## src/rtl/board_input_cond_pkg.sv

```systemverilog
// +----------------------------------------------------------------------------+
// | Package   : agat_io_pkg                                                    |
// | Purpose   : Shared constants and helpers for the Agat board input path:    |
// |             default debounce lengths, encoder direction encoding and a     |
// |             ceiling-log2 helper for sizing counters.                       |
// | Revision  : 1.0  initial release                                           |
// +----------------------------------------------------------------------------+
`default_nettype none

package agat_io_pkg;

  // 1 ms at 50 MHz for mechanical push-buttons
  localparam int DEB_1MS_50M = 50000;
  // Quadrature contacts bounce far less than push-buttons
  localparam int DEB_ROT     = 500;

  // Encoder direction encoding as seen on rot_dir
  localparam logic ROT_CW  = 1'b1;
  localparam logic ROT_CCW = 1'b0;

  // Smallest r with 2**r >= value; returns 0 for value <= 1
  function automatic int clog2(input int value);
    int r;
    r = 0;
    while ((1 << r) < value) r++;
    return r;
  endfunction

endpackage

`default_nettype wire

```

## src/rtl/board_input_cond_if.sv

```systemverilog
// +----------------------------------------------------------------------------+
// | Interface : board_input_cond_if                                            |
// | Purpose   : Bundles raw board pins and conditioned outputs of the input    |
// |             conditioner. slave = conditioner side, master = pin/consumer   |
// |             side.                                                          |
// | Revision  : 1.0  initial release                                           |
// +----------------------------------------------------------------------------+
`default_nettype none

interface board_input_cond_if #(
  parameter int NUM_BTN = 4,
  parameter int CNT_W   = 8
);
  logic [NUM_BTN-1:0] btn_raw;
  logic [NUM_BTN-1:0] btn_level;
  logic [NUM_BTN-1:0] btn_press;
  logic [NUM_BTN-1:0] btn_release;
  logic               rot_a;
  logic               rot_b;
  logic               rot_center;
  logic               rot_press;
  logic               rot_step;
  logic               rot_dir;
  logic               pos_clr;
  logic [CNT_W-1:0]   rot_pos;

  modport master (
    output btn_raw, rot_a, rot_b, rot_center, pos_clr,
    input  btn_level, btn_press, btn_release, rot_press, rot_step, rot_dir, rot_pos
  );

  modport slave (
    input  btn_raw, rot_a, rot_b, rot_center, pos_clr,
    output btn_level, btn_press, btn_release, rot_press, rot_step, rot_dir, rot_pos
  );
endinterface

`default_nettype wire

```

## src/rtl/board_input_cond_debounce.sv

```systemverilog
// +----------------------------------------------------------------------------+
// | Module    : input_debounce                                                 |
// | Purpose   : One input channel: 2-FF synchroniser, stability counter,       |
// |             debounced level and one-cycle rise/fall pulses. The pulse is   |
// |             produced together with the level update, so both appear        |
// |             2 + DEB cycles after the raw edge. DEB must be >= 2.           |
// | Revision  : 1.0  initial release                                           |
// +----------------------------------------------------------------------------+
`default_nettype none

module input_debounce
  import agat_io_pkg::*;
#(
  parameter int DEB = 8
) (
  input  logic clk,
  input  logic rst_n,
  input  logic raw_i,
  output logic level_o,
  output logic rise_o,
  output logic fall_o
);

  localparam int            CW      = (clog2(DEB) > 0) ? clog2(DEB) : 1;
  localparam logic [CW-1:0] CNT_MAX = CW'(DEB - 1);

  logic          sync1_q;
  logic          sync2_q;
  logic          stable_q;
  logic          rise_q;
  logic          fall_q;
  logic [CW-1:0] cnt_q;
  logic [CW-1:0] cnt_d;

  // Next counter value while the synced input disagrees with the stable level
  always_comb begin
    cnt_d = cnt_q + CW'(1);
  end

  // Two-stage synchroniser for the asynchronous pin
  always_ff @(posedge clk or negedge rst_n) begin
    if (!rst_n) begin
      sync1_q <= 1'b0;
      sync2_q <= 1'b0;
    end else begin
      sync1_q <= raw_i;
      sync2_q <= sync1_q;
    end
  end

  // Accept the new level after DEB consecutive disagreeing samples; any agreeing sample restarts
  always_ff @(posedge clk or negedge rst_n) begin
    if (!rst_n) begin
      stable_q <= 1'b0;
      cnt_q    <= '0;
      rise_q   <= 1'b0;
      fall_q   <= 1'b0;
    end else begin
      rise_q <= 1'b0;
      fall_q <= 1'b0;
      if (sync2_q == stable_q) begin
        cnt_q <= '0;
      end else if (cnt_q == CNT_MAX) begin
        stable_q <= sync2_q;
        cnt_q    <= '0;
        rise_q   <= sync2_q;
        fall_q   <= ~sync2_q;
      end else begin
        cnt_q <= cnt_d;
      end
    end
  end

  assign level_o = stable_q;
  assign rise_o  = rise_q;
  assign fall_o  = fall_q;

endmodule

`default_nettype wire

```

## src/rtl/board_input_cond.sv

```systemverilog
// +----------------------------------------------------------------------------+
// | Module    : board_input_cond                                               |
// | Purpose   : Board-level input conditioner. Debounces NUM_BTN push-buttons  |
// |             and the encoder centre push, and decodes the quadrature        |
// |             encoder into step pulses, direction and a wrapping signed      |
// |             position.                                                      |
// | Config    : ROTARY_DECODE_EN - when defined the rotary decoder is built;   |
// |             otherwise rot_step/rot_dir/rot_pos are tied to zero.           |
// | Revision  : 1.0  initial release                                           |
// +----------------------------------------------------------------------------+
`default_nettype none

module board_input_cond
  import agat_io_pkg::*;
#(
  parameter int NUM_BTN        = 4,
  parameter int DEB_CYCLES     = DEB_1MS_50M,
  parameter int ROT_DEB_CYCLES = DEB_ROT,
  parameter int CNT_W          = 8
) (
  input  logic                 clk,
  input  logic                 rst_n,
  board_input_cond_if.slave    bus
);

  logic [NUM_BTN-1:0] btn_level_w;
  logic [NUM_BTN-1:0] btn_press_w;
  logic [NUM_BTN-1:0] btn_release_w;
  logic               center_level_w;
  logic               center_fall_w;
  logic               unused_sink_w;

  for (genvar i = 0; i < NUM_BTN; i++) begin : g_btn
    input_debounce #(.DEB(DEB_CYCLES)) u_deb (
      .clk     (clk),
      .rst_n   (rst_n),
      .raw_i   (bus.btn_raw[i]),
      .level_o (btn_level_w[i]),
      .rise_o  (btn_press_w[i]),
      .fall_o  (btn_release_w[i])
    );
  end

  // Encoder centre push behaves like one more button channel
  input_debounce #(.DEB(DEB_CYCLES)) u_deb_center (
    .clk     (clk),
    .rst_n   (rst_n),
    .raw_i   (bus.rot_center),
    .level_o (center_level_w),
    .rise_o  (bus.rot_press),
    .fall_o  (center_fall_w)
  );

  assign bus.btn_level   = btn_level_w;
  assign bus.btn_press   = btn_press_w;
  assign bus.btn_release = btn_release_w;

`ifdef ROTARY_DECODE_EN
  logic             a_level_w;
  logic             a_rise_w;
  logic             a_fall_w;
  logic             b_level_w;
  logic             b_rise_w;
  logic             b_fall_w;
  logic             rot_step_q;
  logic             rot_dir_q;
  logic [CNT_W-1:0] rot_pos_q;
  logic [CNT_W-1:0] rot_pos_d;
  logic             dir_w;

  input_debounce #(.DEB(ROT_DEB_CYCLES)) u_deb_a (
    .clk     (clk),
    .rst_n   (rst_n),
    .raw_i   (bus.rot_a),
    .level_o (a_level_w),
    .rise_o  (a_rise_w),
    .fall_o  (a_fall_w)
  );

  input_debounce #(.DEB(ROT_DEB_CYCLES)) u_deb_b (
    .clk     (clk),
    .rst_n   (rst_n),
    .raw_i   (bus.rot_b),
    .level_o (b_level_w),
    .rise_o  (b_rise_w),
    .fall_o  (b_fall_w)
  );

  // B low at the A rising edge means clockwise
  assign dir_w = b_level_w ? ROT_CCW : ROT_CW;

  // Position update: clear has priority, otherwise step by +/-1 with natural wrap
  always_comb begin
    rot_pos_d = rot_pos_q;
    if (bus.pos_clr) begin
      rot_pos_d = '0;
    end else if (a_rise_w) begin
      rot_pos_d = (dir_w == ROT_CW) ? rot_pos_q + CNT_W'(1) : rot_pos_q - CNT_W'(1);
    end
  end

  // One step per detent, taken on the debounced A rising edge only
  always_ff @(posedge clk or negedge rst_n) begin
    if (!rst_n) begin
      rot_step_q <= 1'b0;
      rot_dir_q  <= 1'b0;
      rot_pos_q  <= '0;
    end else begin
      rot_step_q <= a_rise_w;
      if (a_rise_w) rot_dir_q <= dir_w;
      rot_pos_q <= rot_pos_d;
    end
  end

  assign bus.rot_step = rot_step_q;
  assign bus.rot_dir  = rot_dir_q;
  assign bus.rot_pos  = rot_pos_q;
  assign unused_sink_w = ^{center_level_w, center_fall_w, a_level_w, a_fall_w, b_rise_w, b_fall_w};
`else
  assign bus.rot_step  = 1'b0;
  assign bus.rot_dir   = 1'b0;
  assign bus.rot_pos   = '0;
  assign unused_sink_w = ^{center_level_w, center_fall_w, bus.rot_a, bus.rot_b, bus.pos_clr};
`endif

endmodule

`default_nettype wire
```

## src/flat_wrapper.sv

```systemverilog
// flat-port wrapper written by rule: the top's interface ports become plain ports
module board_input_cond_flat import agat_io_pkg::*;
#(
  parameter int NUM_BTN        = 4,
  parameter int DEB_CYCLES     = DEB_1MS_50M,
  parameter int ROT_DEB_CYCLES = DEB_ROT,
  parameter int CNT_W          = 8
)
  (clk, rst_n, bus_btn_raw, bus_rot_a, bus_rot_b, bus_rot_center, bus_pos_clr, bus_btn_level, bus_btn_press, bus_btn_release, bus_rot_press, bus_rot_step, bus_rot_dir, bus_rot_pos);
  board_input_cond_if #(.NUM_BTN(NUM_BTN), .CNT_W(CNT_W)) bus_i ();
  input  logic clk;
  input  logic rst_n;
  input wire logic [$bits(bus_i.btn_raw)-1:0] bus_btn_raw;
  input wire logic [$bits(bus_i.rot_a)-1:0] bus_rot_a;
  input wire logic [$bits(bus_i.rot_b)-1:0] bus_rot_b;
  input wire logic [$bits(bus_i.rot_center)-1:0] bus_rot_center;
  input wire logic [$bits(bus_i.pos_clr)-1:0] bus_pos_clr;
  output wire logic [$bits(bus_i.btn_level)-1:0] bus_btn_level;
  output wire logic [$bits(bus_i.btn_press)-1:0] bus_btn_press;
  output wire logic [$bits(bus_i.btn_release)-1:0] bus_btn_release;
  output wire logic [$bits(bus_i.rot_press)-1:0] bus_rot_press;
  output wire logic [$bits(bus_i.rot_step)-1:0] bus_rot_step;
  output wire logic [$bits(bus_i.rot_dir)-1:0] bus_rot_dir;
  output wire logic [$bits(bus_i.rot_pos)-1:0] bus_rot_pos;
  assign bus_i.btn_raw = bus_btn_raw;
  assign bus_i.rot_a = bus_rot_a;
  assign bus_i.rot_b = bus_rot_b;
  assign bus_i.rot_center = bus_rot_center;
  assign bus_i.pos_clr = bus_pos_clr;
  assign bus_btn_level = bus_i.btn_level;
  assign bus_btn_press = bus_i.btn_press;
  assign bus_btn_release = bus_i.btn_release;
  assign bus_rot_press = bus_i.rot_press;
  assign bus_rot_step = bus_i.rot_step;
  assign bus_rot_dir = bus_i.rot_dir;
  assign bus_rot_pos = bus_i.rot_pos;
  board_input_cond #(.NUM_BTN(NUM_BTN), .DEB_CYCLES(DEB_CYCLES), .ROT_DEB_CYCLES(ROT_DEB_CYCLES), .CNT_W(CNT_W)) u_core (.clk(clk), .rst_n(rst_n), .bus(bus_i));
endmodule
```

## config.mk

```make
export PLATFORM = sky130hd
export DESIGN_NAME = board_input_cond_flat
export DESIGN_NICKNAME = d
export VERILOG_FILES = /design/src/rtl/board_input_cond_pkg.sv /design/src/rtl/board_input_cond_if.sv /design/src/rtl/board_input_cond_debounce.sv /design/src/rtl/board_input_cond.sv /design/src/flat_wrapper.sv
export SDC_FILE = /design/constraint.sdc
export NUM_CORES = 1
export LEC_CHECK = 0
export CAP_MARGIN = 20
export CORE_AREA = 2 2 104 106
export DETAILED_ROUTE_END_ITERATION = 10
export DIE_AREA = 0 0 106 108
export MAX_ROUTING_LAYER = met4
export PLACE_DENSITY_LB_ADDON = 0.3
export SYNTH_ARGS = -nofsm -noshare
export SYNTH_HDL_FRONTEND = slang
export SYNTH_HIERARCHICAL = 1
export SYNTH_SLANG_ARGS = --single-unit
```

## constraint.sdc

```tcl
create_clock -name clk -period 1.74 [get_ports clk]
set_input_delay 0.174 -clock clk [delete_from_list [all_inputs] [get_ports clk]]
set_output_delay 0.174 -clock clk [all_outputs]
set_load 0.02 [all_outputs]
```

==> After elaboration in Yosys (flattened, before gate mapping) <==
Index checks and enable logic that the tools add are counted.
{ "totals": {"regBits": 104, "out_inout_bits": 23, "wordCells": 86} }
{ "op_classes": {"add_sub_neg": 5, "n_eq_ne": 10, "n_mux": 28, "n_bitwise": 9, "reduce_logical": 5} }
{ "ops": {"columns": ["op", "n"], "rows": [
  ["16-bit two-way mux", 10],
  ["16-bit by 1-bit adder with 16-bit output, second input constant", 5],
  ["16-bit == test, second input constant", 5],
  ["1-bit two-way mux", 18],
  ["2-bit AND reduction", 5],
  ["1-bit inverter", 9],
  ["1-bit == test", 5]
]} }

==> Longest topological paths before layout <==
Gate-level depths: netlist (run 1).
{ "depth": {"word_depth": 3, "depth_mapped": 7} }

==> Modules after synthesis <==
The synthesis (run 1) kept the hierarchy.
{ "by_module_without_submodules": {"columns": ["mod", "instances", "cells_each", "area_each_um2", "seq_area_each_um2"], "rows": [
  ["input_debounce", 5, 90, 984.7, 525.5],
  ["board_input_cond", 1, 11, 78.8, 0.0]
]} }

==> Least setup slack after synthesis (run 1) <==
OpenSTA, ideal clock, no wires.
{ "synth_path": {"path_type": "register to register", "start": "register u_core.g_btn[0].u_deb.cnt_q[0]", "end": "register u_core.g_btn[0].u_deb.stable_q", "setup_time_ps": 128, "arrival_time_ps": 1354, "required_time_ps": 1612, "path_slack_ps": 259, "stages_incl_launch_ff": 6, "path_buffers": 1, "period_less_slack_ps": 1481, "path_cell_list": "dfrtp_1 ha_1 and3_1 buf_2 nand4_2 mux2_1"} }
{ "synth_via": {"elab_chain_cells": 2} }
{ "synth_rtl": {"columns": ["element", "line", "text"], "rows": [
  ["start, declared", "board_input_cond_debounce.sv:32", "logic [CW-1:0] cnt_q;"],
  ["start signal, assigned", "board_input_cond_debounce.sv:69", "cnt_q <= cnt_d;"],
  ["16-bit == test", "board_input_cond_debounce.sv:63", "end else if (cnt_q == CNT_MAX) begin"],
  ["2-bit AND reduction (no line)", null, null],
  ["end signal, assigned", "board_input_cond_debounce.sv:64", "stable_q <= sync2_q;"],
  ["end, declared", "board_input_cond_debounce.sv:29", "logic stable_q;"]
]} }
Every way passes these cells.
A chain may end at the register's enable or synchronous reset.

==> Final worst setup path (run 1) <==
{ "layout_path": {"start": "register u_core.g_btn[1].u_deb.stable_q", "end": "output port bus_btn_level[1]"} }
{ "layout_lines": {"columns": ["element", "line", "text"], "rows": [
  ["start, declared", "board_input_cond_debounce.sv:29", null],
  ["start signal, assigned", "board_input_cond_debounce.sv:64", null],
  ["end, declared", "flat_wrapper.sv:18", "output wire logic [$bits(bus_i.btn_level)-1:0] bus_btn_level;"]
]} }
No word-level cell between the ends.

==> results of run 1 <==
==> flip-flops by register name, indices dropped and copies added, names as in the netlist <==
signal                       count
u_core/u_deb_center/rise_o       1
u_core/g_btn.u_deb/sync1_q       4
u_core/g_btn.u_deb/cnt_q        64
u_core/u_deb_center/sync2_q      1
u_core/g_btn.u_deb/level_o       4
u_core/u_deb_center/sync1_q      1
u_core/g_btn.u_deb/fall_o        4
u_core/u_deb_center/cnt_q       16
u_core/g_btn.u_deb/sync2_q       4
u_core/u_deb_center/level_o      1
u_core/g_btn.u_deb/rise_o        4
==> per-layer routing <==
metal,vias to the layer above,GRT usage,routed length [um]
li1,1612,-,-
met1,1577,0.209,4120
met2,59,0.274,4010
met3,5,0.0542,330
met4,0,0.0536,72
met5,-,-,0
==> stage by stage <==
stage / worst slack [ns] / hold WS (ns)
after floorplan: 0.259 / -0.122
after global placement: 0.200 / 0.120
after detailed placement: 0.133 / 0.121
after CTS: 0.0605 / 0.200
after global routing: 0.00852 / 0.214
final: 0.114 / 0.241
==> where the power goes <==
part           internal [W]  switching (W)  leakage, nW
registers           0.00245      0.0000358         1.42
logic             0.0000517       0.000117        0.827
clock network      0.000805       0.000789        0.103
total               0.00331       0.000942         2.35
==> area by class of cell <==
class                      count  area share
clock buffer                  10      0.0233
timing repair buffer          33      0.0561
inverter                       5     0.00342
tap                          136      0.0310
clock inverter                 5      0.0148
sequential                   104       0.475
multi-input combinational    329       0.397
==> what timing repair did <==
action | CTS | global route
hold buffers | 1 | 0
hold endpoints to repair | 24 | 0
gates resized for setup | 0 | 0
==> worst paths after layout <==
check	startpoint	cells after the start	to	slack, ns
hold / removal	bus_btn_raw[0]	1	u_core/g_btn[0].u_deb/sync1_q$_DFF_PN0_	0.24
hold reg to reg	u_core/g_btn[2].u_deb/sync1_q$_DFF_PN0_	0	u_core/g_btn[2].u_deb/sync2_q$_DFF_PN0_	0.36
min in group asynchronous	rst_n	2	u_core/g_btn[1].u_deb/cnt_q[3]$_DFF_PN0_	0.26
setup reg to reg	u_core/g_btn[0].u_deb/cnt_q[11]$_DFF_PN0_	4	u_core/g_btn[0].u_deb/cnt_q[10]$_DFF_PN0_	0.13
max in group asynchronous	rst_n	3	u_core/u_deb_center/cnt_q[6]$_DFF_PN0_	0.81
setup / recovery	u_core/g_btn[1].u_deb/level_o$_DFFE_PN0P_	1	bus_btn_level[1]	0.11
==> impl_results.md, run 1 <==
* Status: finished, final reports clean
* DR vias at 3,253
* Post-DP HPWL at 5780 um
* Vias per cell at 5.23
* Critical Path Start Type: flip-flop
* I/O Buffers at 19
* Nature of the critical path endpoint: output port
* Post-Route WL at 8540 um
* CTS root buffer: clkbuf_8
* Worst-path maximum fanout at 5
* Ant. Diodes at 0
* Largest net degree at the start of global routing at 48
* Worst-skew pair later-pin latency at 0.37 ns
* Core Region at 10,200 um^2
* Die X at 106 um
* Largest delay share family, worst path: buffers and inverters
* Share of cells above drive strength 1 at 0.0988
* Vias in the first global route at 3,243
* Hold crit path type: primary input to flip-flop
* Buf/Inv on CP at 1
* Final setup fails at 0
* Final non-filler cell total at 622
* Final Wtd Congestion at 0.831
* Cells after Synth at 459
* CTS max path bufs at 2
* Placed instance area at 5270 um^2
* Area Overhead vs Synth at 10.3%
* CP cell instances: clkdlybuf4s50_1
* Final Critical Period at 1.63 ns
* Final Hold Vio Count at 0
* Reg area at 2600 um^2
* Starting density of the core at 0.486
* Finished Cell Area at 5480 um^2
* Commonest non-fill, non-tap cells in the layout: dfrtp_1, nor2_1, xnor2_1, xor2_1, nand4_1
* Initial antenna violation count at 0
* Final core utilization at 0.536
* Nets at 497
* Sinks on Clock Net at 104
* Setup Fix Bufs, Post-CTS at 0
* Worst path max stage delay at 0.65 ns
* Number of fill cells at 911
* Period utilization at 0.935
* Row count at 37
* GRT Overall Usage at 0.171
* WS Path Type: flip-flop to output port
* Global-route wire length before repair at 15,000 um
* DRC Markers at 0
* RSZ-0062 raised after global routing: false
* Max-slew violations at 0
* Area occupied by multi-input gates at 2180 um^2
* Io pins at 33
* Total power at 0.00425 W
* Worst Path Arrival at 1.45 ns
* Critical path required time at 1.57 ns
* Maximum VDD drop at 0.000702 V
* Grt ovf at 0
* Leak Pwr at 2.35 nW
* Die area at 11,400 um^2
* 1st-pass router iterations at 4
* Setup TNS at 0 ns
* Critical-path top delay cell: clkdlybuf4s50_1
* Clock Pin Slew Worst Setup and Hold Paths at 0.09 ns
* F_max at 615 MHz
* Num CTS Buffers at 9
* Die extent in y at 108 um
* Most common cell after layout, fill and taps aside: dfrtp_1
* DR WL/cell at 13.7 um
* Cell count after placement at 606
* PD cells at 776 nW/um^2
* Syn. warnings at 6
* DR iter-0 viols at 113
* Max Cap Violations at 0
* Avg Cell Area, Syn at 10.8 um^2
* CTS tree: built
* Cell Area, Synth at 4970 um^2
* H-tree levels at 3
* ANT nets after route at 0
* Worst Skew at 0.00834 ns
Power figures use the tool's default switching activity.
==> inputs of run 2 (changes only) <==
--- a/config.mk
+++ b/config.mk
@@ -6,9 +6,11 @@
 export NUM_CORES = 1
 export LEC_CHECK = 0
 export CAP_MARGIN = 20
-export CORE_AREA = 2 2 104 106
+export CELL_PAD_IN_SITES_DETAIL_PLACEMENT = 1
+export CELL_PAD_IN_SITES_GLOBAL_PLACEMENT = 2
+export CORE_AREA = 2 2 117 119
 export DETAILED_ROUTE_END_ITERATION = 10
-export DIE_AREA = 0 0 106 108
+export DIE_AREA = 0 0 119 121
 export MAX_ROUTING_LAYER = met4
 export PLACE_DENSITY_LB_ADDON = 0.3
 export SYNTH_ARGS = -nofsm -noshare
==> run 2 against run 1 <==
Compared with the run above:
- clock skew fell by 0.0019 ns
- setup slack gained 0.0054 ns
- final cell count grew 6.6%
- sequential power hardly changed
- routed wire length up 16%
- sequential share of layout area down 1.3 points
- critical path type unchanged
- largest cell class unchanged
==> impl_results.md, run 2 (synthesized netlist as in run 1, its figures left out) <==
* PnR worst setup slack at 0.119 ns (was 0.114 ns)
* Sinks on Clock Net at 104 (unchanged)
* WHS at 0.260 ns (was 0.241 ns)
* Status: finished, final reports clean (unchanged)
* Maximum VDD drop at 0.000586 V (was 0.000702 V)
* Commonest non-fill, non-tap cells in the layout: dfrtp_1, nor2_1, xnor2_1, xor2_1, nand4_1 (unchanged)
* Worst path max stage delay at 0.66 ns (was 0.65 ns)
* Placed instance area at 5320 um^2 (was 5270 um^2)
* Final setup fails at 0 (unchanged)
* Worst Path Arrival at 1.45 ns (about the same)
* PD cells at 839 nW/um^2 (was 776 nW/um^2)
* Most flops, register: u_core/g_btn.u_deb/cnt_q (unchanged)
* Sw power at 0.00109 W (was 0.000942 W)
* Final Wtd Congestion at 0.749 (was 0.831)
* I/O Buffers at 19 (unchanged)
* CP cell instances: clkdlybuf4s50_1 (unchanged)
* Worst-path maximum fanout at 5 (unchanged)
* Worst slew pin tran at 0.577 ns
* Die area at 14,400 um^2 (was 11,400 um^2)
* RSZ-0062 raised after global routing: false (unchanged)
* CTS max path bufs at 2 (unchanged)
* Hold crit path type: primary input to flip-flop (unchanged)
* Combinational Power Share at 0.035 (was 0.040)
* Slew HR at 0.616
* Starting density of the core at 0.380 (was 0.486)
* Critical-path top delay cell: clkdlybuf4s50_1 (unchanged)
* Post-DP HPWL at 6710 um (was 5780 um)
* DR iter-0 viols at 189 (was 113)
* DR vias at 3,322 (was 3,253)
* Vias in the first global route at 3,678 (was 3,243)
* Buf/Inv on CP at 1 (unchanged)
* Nets at 497 (unchanged)
* Finished Cell Area at 5630 um^2 (was 5480 um^2)
* Critical path required time at 1.57 ns (about the same)
* Final Critical Period at 1.62 ns (was 1.63 ns)
* ANT nets after route at 0 (unchanged)
* Ant. Diodes at 0 (unchanged)
* Leak Pwr at 2.39 nW (was 2.35 nW)
* Io pins at 33 (unchanged)
* Seq pwr share at 0.528 (was 0.585)
* Switch share at 0.230 (was 0.221)
* Largest delay share family, worst path: buffers and inverters (unchanged)
* Setup TNS at 0 ns (unchanged)
* Global-route wire length before repair at 17,800 um (was 15,000 um)
* Final Hold Vio Count at 0 (unchanged)
* DR WL/cell at 15.0 um (was 13.7 um)
* Initial antenna violation count at 0 (unchanged)
* Row count at 42 (was 37)
* Post-Route WL at 9930 um (was 8540 um)
* Critical Path Start Type: flip-flop (unchanged)
* Die extent in y at 121 um (was 108 um)
* Clock network fraction of total power at 0.437 (was 0.375)
* Worst Skew at 0.00641 ns (was 0.00834 ns)
* Grt ovf at 0 (unchanged)
* Total power at 0.00472 W (was 0.00425 W)
* Clock Pin Slew Worst Setup and Hold Paths at 0.07 ns (was 0.09 ns)
* Max Cap Violations at 0 (unchanged)
* F_max at 617 MHz (was 615 MHz)
* Top flop regs: u_core/g_btn.u_deb/cnt_q (64), u_core/u_deb_center/cnt_q (16) (unchanged)
* Nature of the critical path endpoint: output port (unchanged)
* GRT Overall Usage at 0.157 (was 0.171)
* Vias per cell at 5.01 (was 5.23)
* Num CTS Buffers at 9 (unchanged)
* Core Region at 13,100 um^2 (was 10,200 um^2)
* 1st-pass router iterations at 6 (was 4)
* Die X at 119 um (was 106 um)
* P_int at 0.00364 W (was 0.00331 W)
* Worst-skew pair later-pin latency at 0.35 ns (was 0.37 ns)
* CTS root buffer: clkbuf_16 (was clkbuf_8)
* CTS tree: built (unchanged)
* Largest register FFs at 64 (unchanged)
* Area Overhead vs Synth at 13.3% (was 10.3%)
* Setup Fix Bufs, Post-CTS at 0 (unchanged)
* Period utilization at 0.932 (was 0.935)
* Max-slew violations at 0 (unchanged)
* WS Path Type: flip-flop to output port (unchanged)
* Share of cells above drive strength 1 at 0.103 (was 0.0988)
* H-tree levels at 3 (unchanged)
* Most common cell after layout, fill and taps aside: dfrtp_1 (unchanged)
* DRC Markers at 0 (unchanged)
* DP Worst Slack at 0.0912 ns (was 0.133 ns)
* Largest net degree at the start of global routing at 105 (was 48)
==> run 2: changes by cell type in the layout (fill, tap and decap cells not counted) <==
cell	previous run	this run
nand2_2	5	4
clkbuf_16	0	9
inv_6	1	3
bufinv_16	2	1
clkinv_4	0	1
nand2_4	0	1
clkbuf_8	9	0
clkbuf_1	1	0
==> run 2: per-stage QoR <==
stage / utilization / std cells
3_3_place_gp: 0.406 / 646
6_report: 0.430 / 663
4_1_cts: 0.430 / 663
5_1_grt: 0.430 / 663
2_1_floorplan: - / 468
3_5_place_dp: 0.406 / 646
==> run 2: power groups by stage <==
stage	registers [W]	logic [W]	clock network, W
final	0.00249	0.000167	0.00206
after global routing	0.00250	0.000195	0.00225
after CTS	0.00249	0.000174	0.00216
after detailed placement	0.00254	0.000172	0
after global placement	0.00254	0.000168	0
after floorplan	0.00253	0.000113	0
==> run 2: metal layers <==
metal	global-route usage	up-vias	part of all wire
met3	0.0362	7	0.027
met4	0.0558	0	0.011
li1	-	1605	-
met1	0.195	1680	0.48
met2	0.253	30	0.48
met5	-	-	0
==> run 2: worst paths after layout <==
check | endpoint | slack, ns | start | cells after the start
min in group asynchronous | u_core/g_btn[1].u_deb/cnt_q[1]$_DFF_PN0_ | 0.42 | rst_n | 3
min | u_core/g_btn[3].u_deb/sync1_q$_DFF_PN0_ | 0.26 | bus_btn_raw[3] | 1
max in group asynchronous | u_core/u_deb_center/cnt_q[2]$_DFF_PN0_ | 0.87 | rst_n | 3
max | bus_btn_level[1] | 0.12 | u_core/g_btn[1].u_deb/level_o$_DFFE_PN0P_ | 1
min reg2reg | u_core/g_btn[1].u_deb/sync2_q$_DFF_PN0_ | 0.36 | u_core/g_btn[1].u_deb/sync1_q$_DFF_PN0_ | 0
max reg2reg | u_core/g_btn[0].u_deb/cnt_q[8]$_DFF_PN0_ | 0.13 | u_core/g_btn[0].u_deb/cnt_q[10]$_DFF_PN0_ | 4
==> run 2: final cells by class <==
class	count	area (um^2)
timing repair buffer	33	308
inverter	5	18.8
clock buffer	9	225
fill	1426	7450
tap	176	220
clock inverter	7	77.6
multi-input combinational	329	2180
sequential	104	2600
==> run 2: what timing repair did <==
action / 4_1_cts / 5_1_grt
setup endpoints to repair: 0 / 2
hold endpoints to repair: 104 / 0
resized for setup: 0 / 1
hold buffers: 1 / 0
